--- config.mk ---
export PLATFORM = sky130hd
export DESIGN_NAME = mux_scan_sequencer
export DESIGN_NICKNAME = d
export VERILOG_FILES = /design/src/rtl/mux_scan_pkg.sv /design/src/rtl/mux_scan_sequencer.sv
export SDC_FILE = /design/constraint.sdc
export NUM_CORES = 1
export LEC_CHECK = 0
export ABC_AREA = 0
export CAP_MARGIN = 20
export CORE_AREA = 5 5 76 64
export CTS_CLUSTER_SIZE = 14
export DETAILED_ROUTE_END_ITERATION = 12
export DIE_AREA = 0 0 81 69
export HOLD_SLACK_MARGIN = 0.12
export PLACE_DENSITY = 0.75
export SETUP_SLACK_MARGIN = 0.1
export SLEW_MARGIN = 30
export SYNTH_ARGS = -nofsm -noshare
export SYNTH_HDL_FRONTEND = slang
export SYNTH_SLANG_ARGS = --single-unit
--- constraint.sdc ---
create_clock -name clk -period 1.81 [get_ports clk]
set_input_delay 0.362 -clock clk [delete_from_list [all_inputs] [get_ports clk]]
set_output_delay 0.362 -clock clk [all_outputs]
set_load 0.03 [all_outputs]
--- src/rtl/mux_scan_pkg.sv ---
// ============================================================================
// Module   : mux_scan_pkg
// Brief    : Shared types and constants for the 16-channel mux scan sequencer.
// Revision : 1.0 - initial release
// ============================================================================
`default_nettype none

package mux_scan_pkg;

   localparam int NCH   = 16;
   localparam int SEL_W = 4;
   localparam int CNT_W = 4;

   typedef enum logic [1:0] {
      IDLE   = 2'd0,
      WAIT   = 2'd1,
      SAMPLE = 2'd2,
      VALID  = 2'd3
   } state_t;

endpackage

`default_nettype wire

--- src/rtl/mux_scan_sequencer.sv ---
// ============================================================================
// Module   : mux_scan_sequencer
// Brief    : Steps a 16:1 select tree through all channels with a settle delay,
//            captures a 16-bit snapshot and offers it on a valid/ready port.
// Revision : 1.0 - initial release
// ============================================================================
`default_nettype none

module mux_scan_sequencer
   import mux_scan_pkg::*;
#(
   parameter int SETTLE = 1
) (
   input  logic             clk,
   input  logic             rst_n,
   input  logic             start,
   output logic [SEL_W-1:0] mux_sel,
   input  logic             mux_out,
   output logic [NCH-1:0]   data,
   output logic             data_valid,
   input  logic             data_ready,
   output logic             busy
);

   state_t           r_state;
   state_t           w_next;
   logic [CNT_W-1:0] r_cnt;
   logic [SEL_W-1:0] r_sel;
   logic [NCH-1:0]   r_buf;
   logic [NCH-1:0]   r_data;
   logic             w_settled;
   logic             w_last;

   assign w_settled = (r_cnt == CNT_W'(SETTLE));
   assign w_last    = (r_sel == SEL_W'(NCH - 1));

   always_ff @(posedge clk or negedge rst_n) begin
      if (!rst_n) begin
         r_state <= IDLE;
      end else begin
         r_state <= w_next;
      end
   end

   always_comb begin
      w_next = r_state;
      case (r_state)
         IDLE:    if (start)      w_next = WAIT;
         WAIT:    if (w_settled)  w_next = SAMPLE;
         SAMPLE:  w_next = w_last ? VALID : WAIT;
         VALID:   if (data_ready) w_next = IDLE;
         default: w_next = IDLE;
      endcase
   end

   // The last channel bypasses scan_buf so the snapshot lands on the same edge it is sampled.
   always_ff @(posedge clk or negedge rst_n) begin
      if (!rst_n) begin
         r_cnt  <= '0;
         r_sel  <= '0;
         r_buf  <= '0;
         r_data <= '0;
      end else begin
         case (r_state)
            IDLE: begin
               r_cnt <= '0;
               r_sel <= '0;
               r_buf <= '0;
            end
            WAIT: begin
               r_cnt <= r_cnt + CNT_W'(1);
            end
            SAMPLE: begin
               r_buf[r_sel] <= mux_out;
               r_cnt        <= '0;
               if (w_last) begin
                  r_data <= {mux_out, r_buf[NCH-2:0]};
               end else begin
                  r_sel <= r_sel + SEL_W'(1);
               end
            end
            VALID: begin
               if (data_ready) begin
                  r_sel <= '0;
               end
            end
            default: begin
               r_cnt <= '0;
               r_sel <= '0;
            end
         endcase
      end
   end

   assign mux_sel    = r_sel;
   assign data       = r_data;
   assign data_valid = (r_state == VALID);
   assign busy       = (r_state != IDLE);

endmodule

`default_nettype wire

==> impl_results.md <==
- IO Pins: 27
- Cell family with most CP delay: buffers and inverters
- Overflow after GRT: 0
- Ys flop type: dfrtp_1
- Kind of critical path: reg -> out
- Final setup viols: 0
- Vias in the first global route: 1426
- Fin crit share: 92.26%
- Worst skew pair latency: 0.28 ns
- Buffers added on ports: 26
- Pleak: 1.302 nW
- Crit-path max cell delay: 0.68 ns
- Routed Antenna Nets: 0
- Max clock buf depth: 2
- TritonCTS clock tree: built
- Placed insts: 249
- Fraction of layout cells with a size suffix above 1: 16.26%
- Clock-pin slew on the worst setup and hold paths: 0.07 ns
- Sequential share of the synthesized area: 53.04%
- CP bufs+invs: 1
- Ys async rst share: 100.0%
- Max-Slew Margin vs Limit: 72.84%
- Number of slew-limit violations in the final report: 0
- Antenna cell count: 0
- WL final: 3.938 mm
- Outcome: complete, no violations
- Floorplan core area: 4046 µm²
- H-tree depth: 2
- Crit. End Element: primary output
- Area growth from synthesis to layout: 24.97%
- Met3 Use GR: 3.646%
- Largest net degree at the start of global routing: 25
- Gp weighted congestion: 0.9288
- Post-Synthesis Cell Area: 1934 µm²
- Worst-path cell chain: clkdlybuf4s50_1
- Setup Skew: 0.003516 ns
- M2 GR Usage: 25.16%
- Power Dens Cells: 1050 nW/µm²
- Synth cell types: 36
- Net Sw Frac: 35.03%
- Maximum achievable frequency: 598.8 MHz
- Slew at the pin closest to its max-slew limit: 0.4074 ns
- First-pass GRT wire length: 6.789 mm
- Register share of total power: 43.1%
- DR iter-0 viols: 128
- Ys Warns: 0
- Initial Util: 47.80%
- Combinational Power Share: 31.8%
- Grt met1 use: 20.82%
- Clock network fraction of design power: 25.0%
- Syn Inst Count: 168
- 1st-pass router iterations: 4
- Clock root cell: clkbuf_8
- Post-DP HPWL: 2.954 mm
- Drt drc: 0
- Die H: 69 µm
- Unrepaired setup endpoints after global routing: false
- Required @ worst endpoint: 1.45 ns
- DR WL/cell: 15.15 µm
- Post-Syn Nets: 180
- Int Power: 1.650 mW
- Final net count: 214
- Post-synth EDFFs: 0
- Yosys reg bits: 41
- Finished Layout Cells: 260
- Crit-path max FO: 2
- Max-cap violations: 0
- Setup slack, reg-to-reg: 0.18 ns
- Final number of hold-violating endpoints: 0
- CP Launch Type: flip-flop
- Global routing's busiest layer: met2
- WP data arrival: 1.31 ns
- Min-Delay Path Class: reg -> reg
- Row cnt: 21
- Max VDD drop: 0.0007502 V
- CTS sink cnt: 41
- DR vias/cell: 5.323
- Syn avg cell area: 11.51 µm²
- Antenna violations before repair: 0
- Tot GR Track Use: 15.70%
- Die width: 81 µm
- Switching pwr: 889.5 µW
- Setup TNS: 0 ns
- Final Critical Period: 1.670 ns
- Die area: 5589 µm²
- Critical path's slowest cell: clkdlybuf4s50_1
- Routed via count: 1384
- TritonCTS Buffers: 5
==> worst paths after layout <==
check | start | to | cells after the start
max | data[12] | data[12] | 1
min | data[6] | data[6] | 1
max reg2reg | mux_sel[0] | data[5] | 5
min reg2reg | data[6] | data[6] | 1
max in group asynchronous | rst_n | r_buf[0] | 3
min in group asynchronous | rst_n | data[11] | 2
==> logic make-up (layout without fill, tap and decap cells) <==
| group | Yosys count | after routing | synth area share [%] |
|---|---|---|---|
| AO/OA/AOI/OAI | 27 | 27 | 10.48 |
| XOR/XNOR | 3 | 3 | 1.359 |
| adder cells (fa/ha/maj) | 7 | 7 | 4.528 |
| buffers and inverters | 14 | 49 | 3.816 |
| flip-flops | 41 | 41 | 53.04 |
| multiplexers | 16 | 16 | 9.314 |
| AND/OR/NAND/NOR | 60 | 60 | 17.47 |
==> state kept, by name, indices dropped and copies added, names as in the netlist <==
name     flops
r_state      2
r_cnt        4
r_buf       15
mux_sel      4
data        16
==> through the flow <==
stage | utilization [%] | hold slack [ns] | cell area (µm²) | total power [mW] | worst slack [ns]
after floorplan | - | 0.06641 | 1937 | 1.634 | 0.1727
after global placement | 55.75 | 0.3052 | 2256 | 1.865 | 0.2521
after detailed placement | 55.75 | 0.3177 | 2256 | 1.920 | 0.1616
after CTS | 58.38 | 0.4960 | 2362 | 2.556 | 0.1043
after global routing | 59.74 | 0.5153 | 2417 | 2.707 | 0.1012
final | 59.74 | 0.4858 | 2417 | 2.539 | 0.1400
==> layer usage <==
layer | up-vias | part of all wire [%]
li1 | 671 | -
met1 | 677 | 44
met2 | 32 | 50
met3 | 4 | 4.4
met4 | 0 | 0.96
met5 | - | 0
==> layout by cell type (no fill, tap or decap), types with 3 or more instances in the layout <==
master           Yosys  layout
buf_4                0       9
ha_1                 7       7
mux2_2               6       6
o211ai_1            11      11
nand2b_1             6       6
clkdlybuf4s50_1      0      14
inv_1                5       5
dlymetal6s2s_1       0       5
mux2_1              10      10
nor2_1               8       8
nand3_1             12      12
dlygate4sd2_1        0       4
nand2_1             17      17
nand4_1              3       3
clkbuf_8             0       7
a21oi_1              4       4
nor2b_1              4       4
dfrtp_1             41      39
o311ai_0             4       3
==> power by group through the flow <==
| stage | sequential [mW] | combinational [mW] | clock (mW) |
|---|---|---|---|
| 2_1_floorplan | 1.11 | 0.526 | 0 |
| 3_3_place_gp | 1.09 | 0.771 | 0 |
| 3_5_place_dp | 1.11 | 0.811 | 0 |
| 4_1_cts | 1.09 | 0.805 | 0.661 |
| 5_1_grt | 1.11 | 0.895 | 0.703 |
| 6_report | 1.10 | 0.808 | 0.635 |
==> repair_timing <==
action	4_1_cts	5_1_grt
endpoints found under the setup margin	4	20
gates resized for setup	4	7
hold buffers	1	0
setup buffers	0	2
pin swaps	0	1
hold endpoints to repair	17	0
==> cell usage after synthesis, drive strengths merged (2+ instances only) <==
| cell type | count | area (µm²) |
|---|---|---|
| o311ai | 4 | 35.03 |
| a21oi | 4 | 20.02 |
| o22ai | 2 | 12.51 |
| nand3 | 13 | 77.58 |
| buf | 7 | 45.04 |
| nand2b | 7 | 46.30 |
| ha | 7 | 87.58 |
| inv | 5 | 18.77 |
| dfrtp | 41 | 1026 |
| o211ai | 11 | 82.58 |
| nor2b | 4 | 25.02 |
| xor2 | 2 | 17.52 |
| mux2 | 16 | 180.2 |
| nand2 | 17 | 63.81 |
| nand4 | 3 | 18.77 |
| nor2 | 9 | 50.05 |
| clkbuf | 2 | 10.01 |
==> area by class of cell <==
type | instances | area [µm²]
Clock buffer | 7 | 96.34
Inverter | 5 | 18.77
Timing Repair Buffer | 36 | 360.3
Fill cell | 346 | 1629
Multi-Input combinational cell | 113 | 837.1
Tap cell | 57 | 71.32
Clock inverter | 1 | 5.005
Sequential cell | 41 | 1028
(Power assumes the default switching activity.)
